$ cat src/rtl/spi_pkg.sv
// spi_pkg: shared definitions for the SPI master controller.
//   - spi_state_e : controller phases (IDLE, SETUP, XFER, HOLD, GAP)
//   - MODE0..MODE3: {cpol,cpha} encodings
//   - MAX_BITS    : longest supported frame
//   - norm_nbits  : maps a requested frame length onto 1..MAX_BITS
package spi_pkg;

    localparam int MAX_BITS = 32;

    localparam logic [1:0] MODE0 = 2'b00;
    localparam logic [1:0] MODE1 = 2'b01;
    localparam logic [1:0] MODE2 = 2'b10;
    localparam logic [1:0] MODE3 = 2'b11;

    typedef enum logic [2:0] {
        IDLE,
        SETUP,
        XFER,
        HOLD,
        GAP
    } spi_state_e;

    // A length of zero, or anything beyond the shifter width, means a full-width frame.
    function automatic logic [5:0] norm_nbits(input logic [5:0] nbits);
        if (nbits == 6'd0 || nbits > 6'(MAX_BITS)) begin
            return 6'(MAX_BITS);
        end
        return nbits;
    endfunction

endpackage

$ cat src/rtl/spi_master_ctrl_if.sv
// spi_master_ctrl_if: host-side handshake bundle of the SPI master.
//   master modport (host/CPU side): drives start, mode, nbits, clk_div, tx_data;
//                                   observes busy, done, rx_data.
//   slave modport  (controller)   : the reverse.
interface spi_master_ctrl_if #(
    parameter int DIV_W    = 8,
    parameter int MAX_BITS = spi_pkg::MAX_BITS
) ();

    logic                start;
    logic [1:0]          mode;
    logic [5:0]          nbits;
    logic [DIV_W-1:0]    clk_div;
    logic [MAX_BITS-1:0] tx_data;
    logic                busy;
    logic                done;
    logic [MAX_BITS-1:0] rx_data;

    modport master (
        output start, mode, nbits, clk_div, tx_data,
        input  busy, done, rx_data
    );

    modport slave (
        input  start, mode, nbits, clk_div, tx_data,
        output busy, done, rx_data
    );

endinterface

$ cat src/rtl/spi_half_tick.sv
// spi_half_tick: sck half-period timer.
//   clk, rst : system clock, synchronous active-high reset
//   load     : force the count back to zero (held while the controller is idle)
//   en       : count enable
//   div      : terminal count; the period is div+1 cycles
//   tick     : high in the cycle the count sits at its terminal value
module spi_half_tick #(
    parameter int DIV_W = 8
) (
    input  logic             clk,
    input  logic             rst,
    input  logic             load,
    input  logic             en,
    input  logic [DIV_W-1:0] div,
    output logic             tick
);

    logic [DIV_W-1:0] cnt_q;
    logic [DIV_W-1:0] cnt_d;

    // Wrapping on the tick means every phase change (which only happens on a
    // tick or out of idle) starts the next phase with a fresh count.
    always_comb begin
        tick  = en && !load && (cnt_q == div);
        cnt_d = cnt_q;
        if (load || tick) begin
            cnt_d = '0;
        end else if (en) begin
            cnt_d = cnt_q + 1'b1;
        end
    end

    always_ff @(posedge clk) begin
        if (rst) begin
            cnt_q <= '0;
        end else begin
            cnt_q <= cnt_d;
        end
    end

endmodule

$ cat src/rtl/spi_master_ctrl.sv
// spi_master_ctrl: SPI master, all four CPOL/CPHA modes, 1..32-bit MSB-first frames.
//   clk, rst : system clock, synchronous active-high reset
//   host     : spi_master_ctrl_if.slave -- start/mode/nbits/clk_div/tx_data in,
//              busy/done/rx_data out
//   sck      : SPI clock, idles at CPOL
//   csn      : chip select, active-low
//   mosi     : serial data out, MSB first
//   miso     : serial data in
module spi_master_ctrl #(
    parameter int DIV_W    = 8,
    parameter int MAX_BITS = spi_pkg::MAX_BITS
) (
    input  logic                clk,
    input  logic                rst,
    spi_master_ctrl_if.slave    host,
    output logic                sck,
    output logic                csn,
    output logic                mosi,
    input  logic                miso
);

    import spi_pkg::*;

    spi_state_e          state_q, state_d;
    logic                busy_q, busy_d;
    logic                done_q, done_d;
    logic                csn_q, csn_d;
    logic                sck_q, sck_d;
    logic                mosi_q, mosi_d;
    logic                cpha_q, cpha_d;
    logic [5:0]          nbits_q, nbits_d;
    logic [DIV_W-1:0]    div_q, div_d;
    logic [MAX_BITS-1:0] tx_sh_q, tx_sh_d;
    logic [MAX_BITS-1:0] rx_sh_q, rx_sh_d;
    logic [MAX_BITS-1:0] rx_data_q, rx_data_d;
    logic [6:0]          edge_q, edge_d;

    logic [5:0]          nb_norm;
    logic [6:0]          shamt;
    logic [MAX_BITS-1:0] tx_aligned;
    logic [6:0]          edge_next;
    logic                lead_edge;
    logic                last_edge;
    logic                tick;

    spi_half_tick #(.DIV_W(DIV_W)) u_half_tick (
        .clk  (clk),
        .rst  (rst),
        .load (state_q == IDLE),
        .en   (busy_q),
        .div  (div_q),
        .tick (tick)
    );

    always_comb begin
        state_d   = state_q;
        busy_d    = busy_q;
        done_d    = 1'b0;
        csn_d     = csn_q;
        sck_d     = sck_q;
        mosi_d    = mosi_q;
        cpha_d    = cpha_q;
        nbits_d   = nbits_q;
        div_d     = div_q;
        tx_sh_d   = tx_sh_q;
        rx_sh_d   = rx_sh_q;
        rx_data_d = rx_data_q;
        edge_d    = edge_q;

        // The frame is left-aligned in the shifter so the next bit out is always the MSB.
        nb_norm    = norm_nbits(host.nbits);
        shamt      = 7'(MAX_BITS) - {1'b0, nb_norm};
        tx_aligned = host.tx_data << shamt;

        // Odd-numbered sck edges leave the idle level, even ones return to it.
        edge_next = edge_q + 7'd1;
        lead_edge = edge_next[0];
        last_edge = (edge_next == {nbits_q, 1'b0});

        unique case (state_q)
            IDLE: begin
                sck_d = (host.mode == MODE2) || (host.mode == MODE3);
                if (host.start) begin
                    state_d = SETUP;
                    busy_d  = 1'b1;
                    csn_d   = 1'b0;
                    cpha_d  = (host.mode == MODE1) || (host.mode == MODE3);
                    nbits_d = nb_norm;
                    div_d   = host.clk_div;
                    rx_sh_d = '0;
                    edge_d  = '0;
                    // CPHA=0 must present the first bit before the first edge;
                    // CPHA=1 leaves mosi alone until the first leading edge.
                    if (host.mode[0]) begin
                        tx_sh_d = tx_aligned;
                    end else begin
                        mosi_d  = tx_aligned[MAX_BITS-1];
                        tx_sh_d = tx_aligned << 1;
                    end
                end
            end
            SETUP, XFER: begin
                if (tick) begin
                    edge_d  = edge_next;
                    sck_d   = ~sck_q;
                    state_d = last_edge ? HOLD : XFER;
                    // miso is taken in the edge cycle, before sck actually moves.
                    if (lead_edge) begin
                        if (!cpha_q) begin
                            rx_sh_d = {rx_sh_q[MAX_BITS-2:0], miso};
                        end else begin
                            mosi_d  = tx_sh_q[MAX_BITS-1];
                            tx_sh_d = tx_sh_q << 1;
                        end
                    end else begin
                        if (cpha_q) begin
                            rx_sh_d = {rx_sh_q[MAX_BITS-2:0], miso};
                        end else if (!last_edge) begin
                            mosi_d  = tx_sh_q[MAX_BITS-1];
                            tx_sh_d = tx_sh_q << 1;
                        end
                    end
                end
            end
            HOLD: begin
                if (tick) begin
                    csn_d   = 1'b1;
                    state_d = GAP;
                end
            end
            GAP: begin
                if (tick) begin
                    done_d    = 1'b1;
                    busy_d    = 1'b0;
                    rx_data_d = rx_sh_q;
                    state_d   = IDLE;
                end
            end
            default: begin
                state_d = IDLE;
            end
        endcase
    end

    // A reset that cuts a frame short keeps the last completed rx_data;
    // a reset while idle (including power-up) clears it.
    always_ff @(posedge clk) begin
        if (rst) begin
            state_q <= IDLE;
            busy_q  <= 1'b0;
            done_q  <= 1'b0;
            csn_q   <= 1'b1;
            sck_q   <= 1'b0;
            mosi_q  <= 1'b0;
            cpha_q  <= 1'b0;
            nbits_q <= '0;
            div_q   <= '0;
            tx_sh_q <= '0;
            rx_sh_q <= '0;
            edge_q  <= '0;
            if (!busy_q) begin
                rx_data_q <= '0;
            end
        end else begin
            state_q   <= state_d;
            busy_q    <= busy_d;
            done_q    <= done_d;
            csn_q     <= csn_d;
            sck_q     <= sck_d;
            mosi_q    <= mosi_d;
            cpha_q    <= cpha_d;
            nbits_q   <= nbits_d;
            div_q     <= div_d;
            tx_sh_q   <= tx_sh_d;
            rx_sh_q   <= rx_sh_d;
            rx_data_q <= rx_data_d;
            edge_q    <= edge_d;
        end
    end

    assign host.busy    = busy_q;
    assign host.done    = done_q;
    assign host.rx_data = rx_data_q;
    assign sck          = sck_q;
    assign csn          = csn_q;
    assign mosi         = mosi_q;

endmodule

$ cat src/flat_wrapper.sv
// flat-port wrapper written by rule: the top's interface ports become plain ports
module spi_master_ctrl_flat import spi_pkg::*;
#(
    parameter int DIV_W    = 8,
    parameter int MAX_BITS = spi_pkg::MAX_BITS
)
  (clk, rst, sck, csn, mosi, miso, host_start, host_mode, host_nbits, host_clk_div, host_tx_data, host_busy, host_done, host_rx_data);
  spi_master_ctrl_if #(.DIV_W(DIV_W), .MAX_BITS(MAX_BITS)) host_i ();
  input  logic clk;
  input  logic rst;
  output logic sck;
  output logic csn;
  output logic mosi;
  input  logic miso;
  input wire logic [$bits(host_i.start)-1:0] host_start;
  input wire logic [$bits(host_i.mode)-1:0] host_mode;
  input wire logic [$bits(host_i.nbits)-1:0] host_nbits;
  input wire logic [$bits(host_i.clk_div)-1:0] host_clk_div;
  input wire logic [$bits(host_i.tx_data)-1:0] host_tx_data;
  output wire logic [$bits(host_i.busy)-1:0] host_busy;
  output wire logic [$bits(host_i.done)-1:0] host_done;
  output wire logic [$bits(host_i.rx_data)-1:0] host_rx_data;
  assign host_i.start = host_start;
  assign host_i.mode = host_mode;
  assign host_i.nbits = host_nbits;
  assign host_i.clk_div = host_clk_div;
  assign host_i.tx_data = host_tx_data;
  assign host_busy = host_i.busy;
  assign host_done = host_i.done;
  assign host_rx_data = host_i.rx_data;
  spi_master_ctrl #(.DIV_W(DIV_W), .MAX_BITS(MAX_BITS)) u_core (.clk(clk), .rst(rst), .host(host_i), .sck(sck), .csn(csn), .mosi(mosi), .miso(miso));
endmodule
$ cat config.mk
export PLATFORM = sky130hd
export DESIGN_NAME = spi_master_ctrl_flat
export DESIGN_NICKNAME = d
export VERILOG_FILES = /design/src/rtl/spi_pkg.sv /design/src/rtl/spi_master_ctrl_if.sv /design/src/rtl/spi_half_tick.sv /design/src/rtl/spi_master_ctrl.sv /design/src/flat_wrapper.sv
export SDC_FILE = /design/constraint.sdc
export NUM_CORES = 1
export LEC_CHECK = 0
export CORE_ASPECT_RATIO = 1.5
export CORE_MARGIN = 10
export CORE_UTILIZATION = 40
export CTS_BUF_LIST = sky130_fd_sc_hd__clkbuf_8
export DETAILED_ROUTE_END_ITERATION = 7
export PLACE_DENSITY = 0.66
export SLEW_MARGIN = 20
export SYNTH_ARGS = -nofsm -noshare
export SYNTH_HDL_FRONTEND = slang
export SYNTH_SLANG_ARGS = --single-unit
$ cat constraint.sdc
create_clock -name clk -period 5.65 [get_ports clk]
set_clock_uncertainty 0.05 [all_clocks]
set_input_delay 0.8475 -clock clk [delete_from_list [all_inputs] [get_ports clk]]
set_output_delay 0.8475 -clock clk [all_outputs]
set_load 0.01 [all_outputs]
After elaboration in Yosys (flattened, before gate mapping)

Cells that the tools add are included.

Register bits: 134
Output and inout port bits: 37

$add $sub $neg: 3
Magnitude comparators: 1
Equality and inequality tests: 20
Shifts and indexed selects: 1
Mux-type cells: 47
Bitwise gates (word level): 2
Reductions and logical operators: 27

Operators with widths:

| kind                | number |
|---|---|
| $mux 32             | 16 |
| $pmux 32 s2         | 2 |
| $shl 32x7->32       | 1 |
| $mux 1              | 15 |
| $mux 7              | 2 |
| $pmux 7 s2          | 1 |
| $mux 3              | 4 |
| $mux 6              | 2 |
| $pmux 3 s4          | 1 |
| $reduce_and 3->1    | 4 |
| $reduce_bool 2->1   | 5 |
| $add 8x1->8 const B | 1 |
| $eq 8x8->1          | 1 |
| $pmux 1 s2          | 4 |
| $add 7x1->7 const B | 1 |
| $eq 7x7->1          | 1 |
| $reduce_and 7->1    | 1 |
| $sub 6x6->7 const A | 1 |
| $eq 3x2->1 const B  | 2 |
| $gt 6x6->1 const B  | 1 |
| $logic_not 6->1     | 1 |
| $ne 2x1->1 const B  | 3 |
| $ne 2x2->1 const B  | 3 |
| $ne 3x2->1 const B  | 2 |
| other kinds (16)    | 26 |

Longest topological paths before layout

Gate-level depths: netlist of the first run.

Word-level depth: 9
Gate-level depth with buffers: 14
Depth with buffers taken out: 10

Modules after synthesis

From an unflattened synthesis of the first run, not the netlist that was laid out.

Cells, all modules: 962
Area, all modules: 8112.8 um^2

By module, submodules not included:

| module          | times used | cells an instance | area an instance (um^2) | seq. area each (um^2) |
|---|---|---|---|---|
| spi_master_ctrl | 1          | 913               | 7642.3                  | 2842.7 |
| spi_half_tick   | 1          | 49                | 470.5                   | 160.2 |

Worst setup path before layout of the first run

No wires, ideal clock.

Kind: input port to flip-flop
From: in host_nbits[0]
To: reg u_core.tx_sh_q[22]
Data arrival time: 3394 ps
Required time: 5466 ps
Setup slack: 2072 ps
Stages: 12
Cell sequence: nor2b_4 -> buf_4 -> inv_1 -> ha_1 -> buf_2 -> buf_1 -> mux4_2 -> and2_1 -> a311oi_1 -> nor4_2 -> a211oi_1 -> a211oi_1

Cells in the longest elaborated chain, start to end: 9
Elaborated cells on any way between the ends: 10
Classes of those cells: add/sub (1); order compare (1); shift (1); mux (5); reduce/logical (2)

RTL lines:

| item                                                 | RTL line               | RTL |
|---|---|---|
| from (decl)                                          | flat_wrapper.sv:17     | `input wire logic [$bits(host_i.nbits)-1:0] host_nbits;` |
| $gt 6x6->1 / $logic_not 6->1 (equally long branches) | spi_pkg.sv:25          | `if (nbits == 6'd0 \|\| nbits > 6'(MAX_BITS)) begin` |
| $logic_or 1x1->1                                     | spi_pkg.sv:25          |  |
| $mux 1                                               | spi_pkg.sv:25          |  |
| $mux 6 *                                             | spi_pkg.sv:28          | `return nbits;` |
| $sub 6x6->7 *                                        | spi_master_ctrl.sv:72  | `shamt = 7'(MAX_BITS) - {1'b0, nb_norm};` |
| $shl 32x7->32 *                                      | spi_master_ctrl.sv:73  | `tx_aligned = host.tx_data << shamt;` |
| $mux 32 *                                            | spi_master_ctrl.sv:94  | `if (host.mode[0]) begin` |
| $mux 32 *                                            | spi_master_ctrl.sv:83  | `if (host.start) begin` |
| $pmux 32 s2 *                                        | spi_master_ctrl.sv:80  | `unique case (state_q)` |
| to (signal assigned)                                 | spi_master_ctrl.sv:174 | `tx_sh_q <= tx_sh_d;` |
| to (decl)                                            | spi_master_ctrl.sv:33  | `logic [MAX_BITS-1:0] tx_sh_q, tx_sh_d;` |

Mark *: on every way between the ends. The rest lies on a longest branch, timed or not. The select of a mux whose other input is x is not followed.
A chain may end at the register's enable or synchronous reset.

Worst setup path in the final report of the first run

From: in host_nbits[5]
To: reg u_core.tx_sh_q[18]

Same word-level chain as after synthesis.

==> run metrics, run 1 <==
Mapped Cells=853; met3 wire length=907 um; layout cell share with drive strength beyond 1=0.1082; Least-Margin Pin Slew=1025 ps; maximum VDD drop=0.1318 mV; Switching Share=0.3202; CP max stage cell=clkdlybuf4s50_1; Post-synth ARST share=0; yosys warns=0; final setup TNS=0 ps; Psw=787.2 uW; outcome=finished clean; Remaining Overflow, GRT=0; min setup slack post-route=1565 ps; Comb power frac=0.233; Req. time, crit path=5930 ps; core area=18,700 um2; DP Worst Slack=1126 ps; dominant synthesized flop cell=dfxtp_1; largest net degree at the start of global routing=63; Clock Pin Slew Worst Setup and Hold Paths=80 ps; CP Buf/Inv Count=2; kind of critical path=input port to register; M1 wire length=8.156 mm; Buffers on Ports=88; via count=6,607; CTS max path bufs=2; vias in the first global route=6,674; Crit. End Element=register; Static Leak=3.406 nW; Num CTS Buffers=17; initial antenna violation count=0; Iter 0 DRT Violations=378; H-tree depth=4; worst-skew pair later-pin latency=440 ps; RePlAce Congestion=0.9646; Yosys cell types=74; global-route wire length before repair=33.53 mm; Fmax=244.8 MHz; TritonRoute pass-1 iters=5; number of routed nets with antenna violations=0; worst-case reg-to-reg path depth=8; HP Class=register to register; Critical Path Fanout Max=19; CTS tree=yes; CP delay by family, top=simple AND/OR/NAND/NOR gates; Starting Density=0.4084; met2 wire length=10.29 mm; max_cap viols=0; DIE AREA=25,130 um2; Pwr per Cell Area=270.5 nW/um2; drt drc=0; Syn Nets=908; EDFF count, synth=32; crit start category=input port; Synth Area per Inst=8.953 um2; Hold Fails Final Rpt=0; DP HPWL=15.04 mm; CTS resizes=0; vias per cell=5.618; Reg power frac=0.427; ANT cells=0; Final Max Tran Viols=0; die height=189.2 um; max layer used=met4; Tcrit/Tclk final=0.7231; Die W=132.8 um; flop and latch count out of synthesis=134; Boundary Pins=89; Area Growth Syn to Fin=19.00%; RSZ-0062 raised after global routing=no; P_int=1.671 mW; slowest stage delay, CP=670 ps; sequential area share after synthesis=0.3932; stages on the worst setup path=11; total wire length=20.27 mm; Clock Power Share=0.341; Avg WL per Cell=17.23 um; CP Data Arrival Time=4370 ps; fin crit period=4085 ps; row cnt=61; hold depth=2; hold_buf cts=0; clk root buf=clkbuf_8; setup bufs post-CTS=0; synthesized area=7637 um2; Slew HR=0.3167; Final Setup Violations=0; CP cell instances=clkdlybuf4s50_1 -> nor2b_4 -> inv_1 -> ha_1 -> nor2b_1 -> a31o_2 -> nor2_2 -> nand2_1 -> o211a_1 -> a22o_1 -> nor4_1; Clock Sinks=134; final-stage net count=966; gr usage total=0.1593
cell usage in the layout, fill, tap and decap left out, drive strengths merged, types with 27 or more instances in the layout:
master and instances:
a21oi 45, clkdlybuf4s50 87, dfxtp 102, edfxtp 32
inv 47, mux2i 32, mux4 28, nand2 89
nand2b 39, nand3 48, nor2 72, nor3 27
o21ai 49
metal layers:
layer,up-vias,global-route usage
met5,-,0
met4,0,0.09508
met3,51,0.03021
met2,189,0.2845
met1,3148,0.1698
li1,3219,-
synthesized netlist by cell type, drive strengths merged (3+ instances only):
cell     count  share of area
nor3        27          0.018
nand3       48          0.031
inv         38          0.019
or2          3         0.0025
o21bai       6         0.0059
or3          5         0.0041
nand2       89          0.044
nand3b       3         0.0029
ha           3         0.0049
a211oi      14          0.014
buf         24          0.020
o21ai       49          0.033
a311oi      10          0.011
a2111oi      4         0.0046
o41ai        5         0.0067
a22oi        5         0.0049
nor4        12          0.011
o211ai       6         0.0059
a21oi       45          0.030
nand2b      39          0.032
a22o         4         0.0046
o2bb2ai      3         0.0034
o22ai        5         0.0041
mux2         5         0.0074
a221oi       6         0.0069
mux2i       32          0.042
o22a         3         0.0034
o31ai        4         0.0039
nor2b        7         0.0070
a31oi        8         0.0066
nor2        72          0.036
clkbuf      40          0.020
xnor2       12          0.015
mux4        28          0.083
dfxtp      102           0.27
and3         7         0.0057
and2         3         0.0025
nand4        6         0.0049
edfxtp      32           0.13
xor2        16          0.018
path summary, 6_finish.rpt:
| check | endpoint | slack, ps | from |
|---|---|---|---|
| max | u_core.tx_sh_q[18] | 1560 | host_nbits[5] |
| min | u_core.tx_sh_q[26] | 410 | u_core.tx_sh_q[26] |
| max reg2reg | u_core.tx_sh_q[21] | 2490 | u_core.edge_q[0] |
| min reg2reg | u_core.tx_sh_q[26] | 410 | u_core.tx_sh_q[26] |
cells by family after synthesis:
group,after synthesis,share of synthesized area
flip-flops,134,0.3932
adder cells (fa/ha/maj),3,0.004915
AND/OR/NAND/NOR,324,0.2054
AO/OA/AOI/OAI,196,0.1717
multiplexers,65,0.1324
buffers and inverters,103,0.05930
XOR/XNOR,28,0.03309
worst min-delay path: cells and delay by family (launching register included):
kind	cells	cell delay, ps
AOI/OAI and AO/OA	1	50
and+or+nand+nor	1	50
DFF	1	320
power by group through the flow:
stage	Clock (mW)	Sequential (mW)	Combinational (mW)
6_report	0.837	1.05	0.572
5_1_grt	0.897	1.05	0.619
3_5_place_dp	0	1.07	0.566
3_3_place_gp	0	1.07	0.565
4_1_cts	0.855	1.05	0.567
2_1_floorplan	0	1.07	0.377
registers in the layout, indices dropped and copies added, names as in the netlist:
name / count
u_core.cpha_q: 1
u_core.csn: 1
u_core.div_q: 8
u_core.edge_q: 7
u_core.host.busy: 1
u_core.host.done: 1
u_core.host.rx_data: 32
u_core.mosi: 1
u_core.nbits_q: 6
u_core.rx_sh_q: 32
u_core.sck: 1
u_core.state_q: 3
u_core.tx_sh_q: 32
u_core.u_half_tick.cnt_q: 8
through the flow:
step | std cells | hold slack [ps] | utilization | area [um2] | power [mW]
floorplan | 853 | 382.2 | - | 7637 | 1.447
global placement | 1144 | 396.7 | 0.4636 | 8670 | 1.635
detailed placement | 1144 | 401.7 | 0.4636 | 8670 | 1.637
CTS | 1176 | 414.0 | 0.4860 | 9089 | 2.472
global route | 1176 | 441.9 | 0.4860 | 9089 | 2.570
finish | 1176 | 409.1 | 0.4860 | 9089 | 2.458
final cells by class:
cell class	count	area [um2]
Multi-Input combinational cell	616	4217
Sequential cell	134	3003
Timing Repair Buffer	103	988.4
Clock inverter	15	185.2
Fill cell	1818	9610
Tap cell	252	315.3
Inverter	39	146.4
Clock buffer	17	234.0
Note: power is estimated with default switching activity, not from simulation.
==> inputs of run 2 (changes only) <==
--- a/config.mk
+++ b/config.mk
@@ -10,7 +10,7 @@
 export CORE_UTILIZATION = 40
 export CTS_BUF_LIST = sky130_fd_sc_hd__clkbuf_8
 export DETAILED_ROUTE_END_ITERATION = 7
-export PLACE_DENSITY = 0.66
+export PLACE_DENSITY = 0.69
 export SLEW_MARGIN = 20
 export SYNTH_ARGS = -nofsm -noshare
 export SYNTH_HDL_FRONTEND = slang
==> constraint.sdc (replaced) <==
create_clock -name clk -period 3.7 [get_ports clk]
set_clock_uncertainty 0.05 [all_clocks]
set_input_delay 0.555 -clock clk [delete_from_list [all_inputs] [get_ports clk]]
set_output_delay 0.555 -clock clk [all_outputs]
set_load 0.01 [all_outputs]
==> run metrics, run 2 (synthesis results as in run 1) <==
most frequent cells in the layout=dfxtp_1 (102), nand2_1 (89), clkdlybuf4s50_1 (87); Final Setup Violations=0; Req. time, crit path=4000 ps; TritonRoute pass-1 iters=7; Final Non-Filler Cells=1,203; maximum VDD drop=0.1969 mV; vias per cell=5.554; clk root buf=clkbuf_8; worst-case reg-to-reg path depth=8; largest net degree at the start of global routing=71; crit start category=register; DIE AREA=25,130 um2; area taken by flip-flops and latches=3003 um2; RePlAce Congestion=1.059; Buffers on Ports=88; drt drc=0; hold_buf cts=0; max_cap viols=0; Static Leak=3.545 nW; Num CTS Buffers=17; Fmax=321.7 MHz; setup bufs post-CTS=0; most common cell after layout, fill and taps aside=dfxtp_1; gr usage total=0.1581; Reg-to-Reg Start=u_core.edge_q[0]; Critical R2R Capture=u_core.tx_sh_q[21]; Hold Fails Final Rpt=0; Final Max Tran Viols=0; hold depth=2; CTS resizes=0; Crit. End Element=register; fin area=9325 um2; hold path startpoint=u_core.tx_sh_q[26]; number of routed nets with antenna violations=0; DP HPWL=14.90 mm; hold endpoint=u_core.tx_sh_q[26]; r2r setup slk=590 ps; ANT cells=0; row cnt=61; Clock Sinks=134; die height=189.2 um; global-route wire length before repair=33.29 mm; Avg WL per Cell=16.62 um; initial antenna violation count=0; Remaining Overflow, GRT=0; CP Data Arrival Time=3400 ps; Pwr per Cell Area=401.3 nW/um2; H-tree depth=4; Iter 0 DRT Violations=443; Least-Margin Pin Slew=1060 ps; Area after DPL=8935 um2; Critical Path Fanout Max=23; Hold WS=415.7 ps; kind of critical path=register to register; outcome=finished clean; core area=18,700 um2; via count=6,682; CTS max path bufs=2; fin crit period=3109 ps; total wire length=19.99 mm; HP Class=register to register; vias in the first global route=6,716; placed cells=1,171; Slew HR=0.2933; CTS tree=yes; Starting Density=0.4084; Clock Pin Slew Worst Setup and Hold Paths=90 ps; Die W=132.8 um; final setup TNS=0 ps; Boundary Pins=89; Multi-input gate area=4217 um2; Area Growth Syn to Fin=22.10%; worst-skew pair later-pin latency=430 ps; final-stage net count=993; layout cell share with drive strength beyond 1=0.1335; filler instances=1,795; Tcrit/Tclk final=0.8402; RSZ-0062 raised after global routing=no
[run 2: changes by cell type in the layout (fill, tap and decap cells not counted), sizes merged]
cell	change
buf	+27
clkinv	+1
bufinv	-1
[run 2: cell type report]
type	instances	area share
Clock buffer	17	0.02509
Clock inverter	15	0.01677
Inverter	39	0.01570
Multi-Input combinational cell	616	0.4522
Sequential cell	134	0.3220
Tap cell	252	0.03381
Timing Repair Buffer	130	0.1344
[run 2: report_power, final]
part	switching, mW	leakage, nW	total (mW)	internal [mW]
combinational	0.515	2.21	0.922	0.407
clock	0.659	0.190	1.22	0.560
sequential	0.0397	1.15	1.60	1.56
total	1.21	3.55	3.74	2.53
[run 2: metrics by stage]
| step | power [mW] | setup slack, ps | util |
|---|---|---|---|
| 3_3_place_gp | 2.547 | 162.2 | 0.4778 |
| 3_5_place_dp | 2.553 | 165.9 | 0.4778 |
| 5_1_grt | 3.920 | 315.6 | 0.4987 |
| 6_report | 3.743 | 591.4 | 0.4987 |
| 2_1_floorplan | 2.209 | 414.0 | - |
| 4_1_cts | 3.766 | 589.1 | 0.4987 |
[run 2: worst max-delay path by stage]
stage / startpoint / to / slack (ps) / cells after the start
global route: u_core.edge_q[0] / u_core.tx_sh_q[21] / 320 / 8
detailed placement: host_nbits[0] / u_core.tx_sh_q[15] / 170 / 11
finish: u_core.edge_q[0] / u_core.tx_sh_q[21] / 590 / 8
CTS: u_core.edge_q[0] / u_core.tx_sh_q[21] / 590 / 8
floorplan: host_nbits[0] / u_core.tx_sh_q[22] / 410 / 12
global placement: host_nbits[0] / u_core.tx_sh_q[15] / 160 / 11
[run 2: routing by layer]
metal  up-vias  wire (um)  track usage
met5         -          0            0
met2       196      10140       0.2804
met4         0        953      0.09168
met1      3155       8141       0.1711
met3        55        755      0.02994
li1       3276          -            -
[run 2: worst max-delay path, stage by stage (launching register included)]
cell and delay (ps):
dfxtp_1 440, ha_1 280, and3_1 200, and3_1 220
xnor2_1 130, o41a_1 480, o21ai_2 830, a221oi_1 110
a311oi_1 300
